### config.mk
export PLATFORM = sky130hd
export DESIGN_NAME = kws_decision_filter_flat
export DESIGN_NICKNAME = d
export VERILOG_FILES = /design/src/rtl/kws_post_pkg.sv /design/src/rtl/kws_decision_filter_if.sv /design/src/rtl/kws_decision_filter_vote_history.sv /design/src/rtl/kws_decision_filter.sv /design/src/flat_wrapper.sv
export SDC_FILE = /design/constraint.sdc
export NUM_CORES = 1
export LEC_CHECK = 0
export CAP_MARGIN = 40
export CORE_MARGIN = 4
export CORE_UTILIZATION = 55
export CTS_BUF_LIST = sky130_fd_sc_hd__clkbuf_2 sky130_fd_sc_hd__clkbuf_4 sky130_fd_sc_hd__clkbuf_8
export DETAILED_ROUTE_END_ITERATION = 10
export HOLD_SLACK_MARGIN = 0.06
export PLACE_DENSITY = 0.73
export REMOVE_ABC_BUFFERS = 1
export SLEW_MARGIN = 20
export SYNTH_ARGS = -nofsm -noshare
export SYNTH_HDL_FRONTEND = slang
export SYNTH_SLANG_ARGS = --single-unit
### constraint.sdc
create_clock -name sys_clk -period 9 [get_ports sys_clk]
set_clock_uncertainty 0.15 [all_clocks]
set_input_delay 0.9 -clock sys_clk [delete_from_list [all_inputs] [get_ports sys_clk]]
set_output_delay 0.9 -clock sys_clk [all_outputs]
set_load 0.01 [all_outputs]
### src/rtl/kws_post_pkg.sv
// -----------------------------------------------------------------------------
// kws_post_pkg
// Shared types for the keyword-spotting post-processing slice.
//   CLASS_W      : width of a class index
//   kws_state_e  : decision filter FSM states
//   hist_entry_t : one history slot {valid, class}
// -----------------------------------------------------------------------------
package kws_post_pkg;

    localparam int CLASS_W = 4;

    typedef enum logic [1:0] {
        FILL    = 2'd0,
        ARMED   = 2'd1,
        PENDING = 2'd2,
        HOLDOFF = 2'd3
    } kws_state_e;

    typedef struct packed {
        logic               valid;
        logic [CLASS_W-1:0] cls;
    } hist_entry_t;

endpackage

### src/rtl/kws_decision_filter_if.sv
// -----------------------------------------------------------------------------
// kws_decision_filter_if
// Groups the inference stream, host handshake and status signals of the
// decision filter.
//   Result/Inf_Done : class stream from the accelerator
//   Clr             : synchronous flush
//   Det_Ack         : host acknowledge
//   Det_Valid/Class : pending detection
//   Drop_Cnt        : detections lost while one was pending
//   Busy            : filter filling or in hold-off
// master = accelerator/host side, slave = the filter.
// -----------------------------------------------------------------------------
interface kws_decision_filter_if;
    import kws_post_pkg::*;

    logic [CLASS_W-1:0] Result;
    logic               Inf_Done;
    logic               Clr;
    logic               Det_Ack;
    logic               Det_Valid;
    logic [CLASS_W-1:0] Det_Class;
    logic [7:0]         Drop_Cnt;
    logic               Busy;

    modport master (
        output Result, Inf_Done, Clr, Det_Ack,
        input  Det_Valid, Det_Class, Drop_Cnt, Busy
    );

    modport slave (
        input  Result, Inf_Done, Clr, Det_Ack,
        output Det_Valid, Det_Class, Drop_Cnt, Busy
    );

endinterface

### src/rtl/kws_decision_filter_vote_history.sv
// -----------------------------------------------------------------------------
// kws_vote_history
// Circular history of the last WINDOW inferences with per-class vote counters
// and a combinational winner search.
//   clk, rst_n  : clock, async active-low reset
//   clr_i       : synchronous flush (wins over evt_i)
//   evt_i       : one-cycle strobe, store cls_i
//   cls_i       : incoming class; codes >= N_CLASS are stored invalid
//   fill_o      : occupied slots, saturates at WINDOW
//   win_valid_o : some reportable class has >= VOTE_TH votes
//   win_cls_o   : lowest-index such class
// -----------------------------------------------------------------------------
module kws_vote_history
    import kws_post_pkg::*;
#(
    parameter int          N_CLASS     = 12,
    parameter int          WINDOW      = 4,
    parameter int          VOTE_TH     = 3,
    parameter logic [15:0] IGNORE_MASK = 16'h0003,
    localparam int         VOTE_W      = $clog2(WINDOW + 1),
    localparam int         PTR_W       = (WINDOW > 1) ? $clog2(WINDOW) : 1
) (
    input  logic               clk,
    input  logic               rst_n,
    input  logic               clr_i,
    input  logic               evt_i,
    input  logic [CLASS_W-1:0] cls_i,
    output logic [VOTE_W-1:0]  fill_o,
    output logic               win_valid_o,
    output logic [CLASS_W-1:0] win_cls_o
);

    hist_entry_t       hist_q  [WINDOW];
    logic [PTR_W-1:0]  wr_ptr_q;
    logic [VOTE_W-1:0] fill_q;
    logic [VOTE_W-1:0] votes_q [N_CLASS];
    logic [VOTE_W-1:0] votes_d [N_CLASS];

    logic        in_valid;
    logic        full;
    hist_entry_t evicted;

    assign in_valid = int'(cls_i) < N_CLASS;
    assign full     = (fill_q == VOTE_W'(WINDOW));
    assign evicted  = hist_q[wr_ptr_q];
    assign fill_o   = fill_q;

    // Arriving and evicted votes of the same class cancel, so the counter
    // stays put; the bounds checks keep a counter inside 0..WINDOW.
    always_comb begin
        for (int c = 0; c < N_CLASS; c++) begin
            votes_d[c] = votes_q[c];
            if (in_valid && int'(cls_i) == c &&
                !(full && evicted.valid && int'(evicted.cls) == c)) begin
                if (votes_q[c] != VOTE_W'(WINDOW))
                    votes_d[c] = votes_q[c] + 1'b1;
            end else if (full && evicted.valid && int'(evicted.cls) == c &&
                         !(in_valid && int'(cls_i) == c)) begin
                if (votes_q[c] != '0)
                    votes_d[c] = votes_q[c] - 1'b1;
            end
        end
    end

    // Scanning downward lets the lowest qualifying index overwrite the rest.
    always_comb begin
        win_valid_o = 1'b0;
        win_cls_o   = '0;
        for (int c = N_CLASS - 1; c >= 0; c--) begin
            if (votes_q[c] >= VOTE_W'(VOTE_TH) && !IGNORE_MASK[c]) begin
                win_valid_o = 1'b1;
                win_cls_o   = CLASS_W'(c);
            end
        end
    end

    always_ff @(posedge clk or negedge rst_n) begin
        if (!rst_n) begin
            wr_ptr_q <= '0;
            fill_q   <= '0;
            for (int i = 0; i < WINDOW; i++) hist_q[i] <= '0;
            for (int c = 0; c < N_CLASS; c++) votes_q[c] <= '0;
        end else if (clr_i) begin
            wr_ptr_q <= '0;
            fill_q   <= '0;
            for (int i = 0; i < WINDOW; i++) hist_q[i] <= '0;
            for (int c = 0; c < N_CLASS; c++) votes_q[c] <= '0;
        end else if (evt_i) begin
            hist_q[wr_ptr_q] <= {in_valid, cls_i};
            wr_ptr_q <= (wr_ptr_q == PTR_W'(WINDOW - 1)) ? '0 : wr_ptr_q + 1'b1;
            if (!full)
                fill_q <= fill_q + 1'b1;
            for (int c = 0; c < N_CLASS; c++) votes_q[c] <= votes_d[c];
        end
    end

endmodule

### src/rtl/kws_decision_filter.sv
// -----------------------------------------------------------------------------
// kws_decision_filter
// Majority-vote debouncer for keyword-spotting results with refractory
// hold-off and a valid/ack host handshake.
//   sys_clk   : system clock
//   sys_rst_n : async active-low reset
//   bus       : kws_decision_filter_if.slave (stream in, detection out)
// Pipeline: Inf_Done rise sampled at edge t -> history at t+1 -> Det_* at t+2.
// -----------------------------------------------------------------------------
module kws_decision_filter
    import kws_post_pkg::*;
#(
    parameter int          N_CLASS     = 12,
    parameter int          WINDOW      = 4,
    parameter int          VOTE_TH     = 3,
    parameter int          REFRACT     = 8,
    parameter logic [15:0] IGNORE_MASK = 16'h0003
) (
    input  logic                  sys_clk,
    input  logic                  sys_rst_n,
    kws_decision_filter_if.slave  bus
);

    localparam int FILL_W = $clog2(WINDOW + 1);

    logic               inf_done_q;
    logic               evt_q;
    logic               upd_q;
    logic [CLASS_W-1:0] res_q;

    logic [FILL_W-1:0]  fill;
    logic               win_valid;
    logic [CLASS_W-1:0] win_cls;

    kws_state_e         state_q, state_d;
    logic [7:0]         holdoff_q, holdoff_d;
    logic               det_valid_q, det_valid_d;
    logic [CLASS_W-1:0] det_class_q, det_class_d;
    logic [7:0]         drop_cnt_q, drop_cnt_d;
    logic               last_win_valid_q, last_win_valid_d;
    logic [CLASS_W-1:0] last_win_cls_q, last_win_cls_d;

    // Edge detect and event pipeline; Clr kills any event in flight.
    always_ff @(posedge sys_clk or negedge sys_rst_n) begin
        if (!sys_rst_n) begin
            inf_done_q <= 1'b0;
            evt_q      <= 1'b0;
            upd_q      <= 1'b0;
            res_q      <= '0;
        end else begin
            inf_done_q <= bus.Inf_Done;
            evt_q      <= bus.Inf_Done & ~inf_done_q & ~bus.Clr;
            upd_q      <= evt_q & ~bus.Clr;
            if (bus.Inf_Done && !inf_done_q)
                res_q <= bus.Result;
        end
    end

    kws_vote_history #(
        .N_CLASS     (N_CLASS),
        .WINDOW      (WINDOW),
        .VOTE_TH     (VOTE_TH),
        .IGNORE_MASK (IGNORE_MASK)
    ) u_history (
        .clk         (sys_clk),
        .rst_n       (sys_rst_n),
        .clr_i       (bus.Clr),
        .evt_i       (evt_q),
        .cls_i       (res_q),
        .fill_o      (fill),
        .win_valid_o (win_valid),
        .win_cls_o   (win_cls)
    );

    // FILL leaves on the update that fills the window so that same update is
    // evaluated in ARMED. A winner that persists across several inferences
    // while pending counts as a single lost detection, hence last_win.
    always_comb begin
        state_d          = state_q;
        holdoff_d        = holdoff_q;
        det_valid_d      = det_valid_q;
        det_class_d      = det_class_q;
        drop_cnt_d       = drop_cnt_q;
        last_win_valid_d = last_win_valid_q;
        last_win_cls_d   = last_win_cls_q;

        if (bus.Clr) begin
            state_d          = FILL;
            det_valid_d      = 1'b0;
            last_win_valid_d = 1'b0;
        end else begin
            if (upd_q) begin
                last_win_valid_d = win_valid;
                last_win_cls_d   = win_cls;
            end
            unique case (state_q)
                FILL: begin
                    if (evt_q && fill == FILL_W'(WINDOW - 1))
                        state_d = ARMED;
                end
                ARMED: begin
                    if (upd_q && win_valid) begin
                        det_valid_d = 1'b1;
                        det_class_d = win_cls;
                        state_d     = PENDING;
                    end
                end
                PENDING: begin
                    if (upd_q && win_valid && win_cls != det_class_q &&
                        !(last_win_valid_q && last_win_cls_q == win_cls) &&
                        drop_cnt_q != 8'hFF)
                        drop_cnt_d = drop_cnt_q + 8'd1;
                    if (bus.Det_Ack) begin
                        det_valid_d = 1'b0;
                        if (REFRACT == 0) begin
                            state_d = ARMED;
                        end else begin
                            holdoff_d = 8'(REFRACT);
                            state_d   = HOLDOFF;
                        end
                    end
                end
                HOLDOFF: begin
                    if (upd_q) begin
                        holdoff_d = holdoff_q - 8'd1;
                        if (holdoff_q <= 8'd1)
                            state_d = ARMED;
                    end
                end
                default: state_d = FILL;
            endcase
        end
    end

    always_ff @(posedge sys_clk or negedge sys_rst_n) begin
        if (!sys_rst_n) begin
            state_q          <= FILL;
            holdoff_q        <= '0;
            det_valid_q      <= 1'b0;
            det_class_q      <= '0;
            drop_cnt_q       <= '0;
            last_win_valid_q <= 1'b0;
            last_win_cls_q   <= '0;
        end else begin
            state_q          <= state_d;
            holdoff_q        <= holdoff_d;
            det_valid_q      <= det_valid_d;
            det_class_q      <= det_class_d;
            drop_cnt_q       <= drop_cnt_d;
            last_win_valid_q <= last_win_valid_d;
            last_win_cls_q   <= last_win_cls_d;
        end
    end

    assign bus.Det_Valid = det_valid_q;
    assign bus.Det_Class = det_class_q;
    assign bus.Drop_Cnt  = drop_cnt_q;
    assign bus.Busy      = (state_q == FILL) || (state_q == HOLDOFF);

endmodule

### src/flat_wrapper.sv
// flat-port wrapper written by rule: the top's interface ports become plain ports
module kws_decision_filter_flat import kws_post_pkg::*;
#(
    parameter int          N_CLASS     = 12,
    parameter int          WINDOW      = 4,
    parameter int          VOTE_TH     = 3,
    parameter int          REFRACT     = 8,
    parameter logic [15:0] IGNORE_MASK = 16'h0003
)
  (sys_clk, sys_rst_n, bus_Result, bus_Inf_Done, bus_Clr, bus_Det_Ack, bus_Det_Valid, bus_Det_Class, bus_Drop_Cnt, bus_Busy);
  kws_decision_filter_if bus_i ();
  input  logic sys_clk;
  input  logic sys_rst_n;
  input wire logic [$bits(bus_i.Result)-1:0] bus_Result;
  input wire logic [$bits(bus_i.Inf_Done)-1:0] bus_Inf_Done;
  input wire logic [$bits(bus_i.Clr)-1:0] bus_Clr;
  input wire logic [$bits(bus_i.Det_Ack)-1:0] bus_Det_Ack;
  output wire logic [$bits(bus_i.Det_Valid)-1:0] bus_Det_Valid;
  output wire logic [$bits(bus_i.Det_Class)-1:0] bus_Det_Class;
  output wire logic [$bits(bus_i.Drop_Cnt)-1:0] bus_Drop_Cnt;
  output wire logic [$bits(bus_i.Busy)-1:0] bus_Busy;
  assign bus_i.Result = bus_Result;
  assign bus_i.Inf_Done = bus_Inf_Done;
  assign bus_i.Clr = bus_Clr;
  assign bus_i.Det_Ack = bus_Det_Ack;
  assign bus_Det_Valid = bus_i.Det_Valid;
  assign bus_Det_Class = bus_i.Det_Class;
  assign bus_Drop_Cnt = bus_i.Drop_Cnt;
  assign bus_Busy = bus_i.Busy;
  kws_decision_filter #(.N_CLASS(N_CLASS), .WINDOW(WINDOW), .VOTE_TH(VOTE_TH), .REFRACT(REFRACT), .IGNORE_MASK(IGNORE_MASK)) u_core (.sys_clk(sys_clk), .sys_rst_n(sys_rst_n), .bus(bus_i));
endmodule
==> results_dict.tcl <==
set metrics [dict create \
    multi_input_area_um2 3190 \
    syn_to_final_growth_pct 8.32 \
    gp_congestion 0.834 \
    seqCellArea_um2 2250 \
    dp_cells 727 \
    yosys_warnings 0 \
    routed_wl_um 11800 \
    drv_slew 0 \
    fp.coreArea_um2 9910 \
    yosysSeqAreaShare_pct 39.5 \
    die-area_um2 12100 \
    synth_edf_count 0 \
    tns_ns 0 \
    setup_viol 0 \
    cts.clk_slew.worst_paths_ns 0.10 \
    rows 36 \
    root_buffer "clkbuf_8" \
    vias 4379 \
    criticalPathCategory "register to register" \
    initial_core_util_pct 57.5 \
    synthDistinctLibCells 77 \
    htree_num_levels 3 \
    cts_buffers 9 \
    critPathLaunchType "register" \
    synth_area_um2 5700 \
    fp.dieW_um 110 \
    drive_above_1_share_pct 10.8 \
    via_per_inst 5.89 \
    dpl_cell_area_um2 5980 \
    cts_setup_buffers 0 \
    die_y_um 110 \
    cts.sinks 90 \
    irDropWorstVdd_mv 0.109 \
    synth_ff_type "dfrtp_1" \
    top_usage_layer "met2" \
    maxCapViolations 0 \
    cts_tree "built" \
    final_cell_mix "90 x dfrtp_1, 72 x nand2_1, 41 x nor2_1" \
    layout_commonest_cell "dfrtp_1" \
    path_max_fanout 14 \
    leakage_nw 2.60 \
    layout.cells.non_filler 743 \
    antennaDiodeCount 0 \
    worstPathRequired_ns 9.11 \
    fin_ws_ns 5.68 \
    period_share_pct 36.9 \
    synthXorXnorAreaFrac_pct 5.38 \
    grt_max_degree 47 \
    dp_hpwl_um 8460 \
    rsz0062_at_grt "false" \
    async_flop_share_pct 100 \
    drt_first_pass_iters 5 \
    drc 0 \
    muxShareOfSynthArea_pct 5.71 \
    hold_buffers 0 \
    use_met2_pct 37.2 \
    postRouteAntennaNets 0 \
    synth_simple_gate_area_share_pct 21.4 \
    syn_avg_cell_area_um2 9.61 \
    cts.repair.resized 0 \
    syn_inst 593 \
    met3_usage_pct 2.64 \
    synth-adder-area-share_pct 6.81 \
    design_area_um2 6170 \
    use_met1_pct 26.6 \
    fmax_mhz 301 \
    grt_pass1_vias 4349 \
    place_ws_ns 5.32 \
    finalHoldViolCount 0 \
    nFillCells 806 \
    grt_use_total_pct 21.1 \
    grt_pass1_wl_um 20200 \
    synth-compound-area-share_pct 16.7 \
    antenna_found_initial 0 \
    overflow 0 \
    period_minus_slack_ns 3.32 \
    wl_per_cell_um 15.8 \
    power.density_nw_per_um2 234 \
    critPathArrivalTime_ns 3.43 \
    synth_top_family_by_area "simple AND/OR/NAND/NOR gates" \
    drtIter0Drc 284 \
    worst_slew_pin_slew_ns 0.850 \
    cts_buffer_depth 2 \
    status "completed" \
    hp-class "register to register" \
    crit_path_end_kind "register" \
    io_pins 23 \
    fin_nets 640 \
    portBuffers 22 \
    slew_headroom_pct 43.2 \
    insertion_delay_ns 0.37 \
    ys_ff_latch 90 \
]
-- worst max-delay path, stage by stage, from the launching register on --
cell and delay (ns):
dfrtp_1 0.60, mux4_2 0.75, nor2b_1 0.32, buf_4 0.24
a31oi_2 0.17, fa_1 0.48, xnor2_1 0.22, nor3_1 0.07
mux2i_1 0.15, nand2_1 0.07
-- layout make-up --
cell class	instances	share of cell area, %
multi-input combinational	443	51.7
sequential	90	36.5
timing repair buffer	27	4.05
tap	133	2.70
inverter	35	2.13
clock buffer	9	2.01
clock inverter	6	0.932
-- cell families (layout without fill, tap and decap cells) --
kind of cell | count (synthesis) | in the layout
AO/OA/AOI/OAI | 125 | 125
XOR/XNOR | 35 | 35
adder cells (fa/ha/maj) | 25 | 25
buffers and inverters | 60 | 77
flip-flops | 90 | 90
multiplexers | 25 | 25
AND/OR/NAND/NOR | 233 | 233
-- state kept, by name, summed over array words and instances (netlist names), 2 cells and up --
signal and cells:
u_core.last_win_cls_q 4, u_core.holdoff_q 8, u_core.u_history.hist_q 20, u_core.res_q 4
u_core.u_history.votes_q 30, u_core.bus.Det_Class 4, u_core.u_history.fill_o 3, u_core.bus.Drop_Cnt 8
u_core.u_history.wr_ptr_q 2, u_core.state_q 2
-- worst paths after layout --
path	depth (start not counted)	slack [ns]	from	to
max in group asynchronous	2	7.34	sys_rst_n	u_core.u_history.votes_q[10]$_DFFE_PN0P_
min reg2reg	1	0.35	u_core.bus.Drop_Cnt[6]$_DFFE_PN0P_	u_core.bus.Drop_Cnt[6]$_DFFE_PN0P_
min	1	0.35	u_core.bus.Drop_Cnt[6]$_DFFE_PN0P_	u_core.bus.Drop_Cnt[6]$_DFFE_PN0P_
min in group asynchronous	1	0.36	sys_rst_n	u_core.holdoff_q[4]$_DFFE_PN0P_
max reg2reg	9	5.68	u_core.u_history.wr_ptr_q[0]$_DFFE_PN0N_	u_core.u_history.votes_q[23]$_DFFE_PN0P_
max	9	5.68	u_core.u_history.wr_ptr_q[0]$_DFFE_PN0N_	u_core.u_history.votes_q[23]$_DFFE_PN0P_
-- Yosys cell counts, types with 7 or more instances --
library cell | number | area [µm²]
nand4_1 | 10 | 62.6
a21oi_1 | 35 | 175
xnor2_1 | 28 | 245
and3_1 | 10 | 62.6
dfrtp_1 | 90 | 2250
fa_1 | 10 | 200
and2_1 | 7 | 43.8
nand3_1 | 28 | 140
o21ai_0 | 31 | 155
clkbuf_1 | 13 | 48.8
nand2_1 | 72 | 270
inv_1 | 33 | 124
nor2_1 | 41 | 154
xor2_1 | 7 | 61.3
ha_1 | 15 | 188
nor3_1 | 19 | 95.1
mux2i_1 | 13 | 130
-- where the power goes --
group	internal (W)	switching [W]
Combinational	0.000256	0.000307
Clock	0.000106	0.000162
Sequential	0.000495	0.000119
-- stage by stage --
stage | util, % | hold WS, ns | power, W
CTS | 62.2 | 0.352 | 0.00145
detailed placement | 60.4 | 0.339 | 0.00118
finish | 62.3 | 0.350 | 0.00145
global route | 62.3 | 0.372 | 0.00156
global placement | 60.4 | 0.324 | 0.00115
floorplan | - | 0.309 | 0.00102
-- routing by layer --
| layer | vias up | share of wire [%] |
|---|---|---|
| li1 | 2138 | - |
| met1 | 2140 | 46 |
| met2 | 80 | 49 |
| met3 | 21 | 3.0 |
| met4 | 0 | 2.1 |
| met5 | - | 0 |
(Power assumes the default switching activity.)
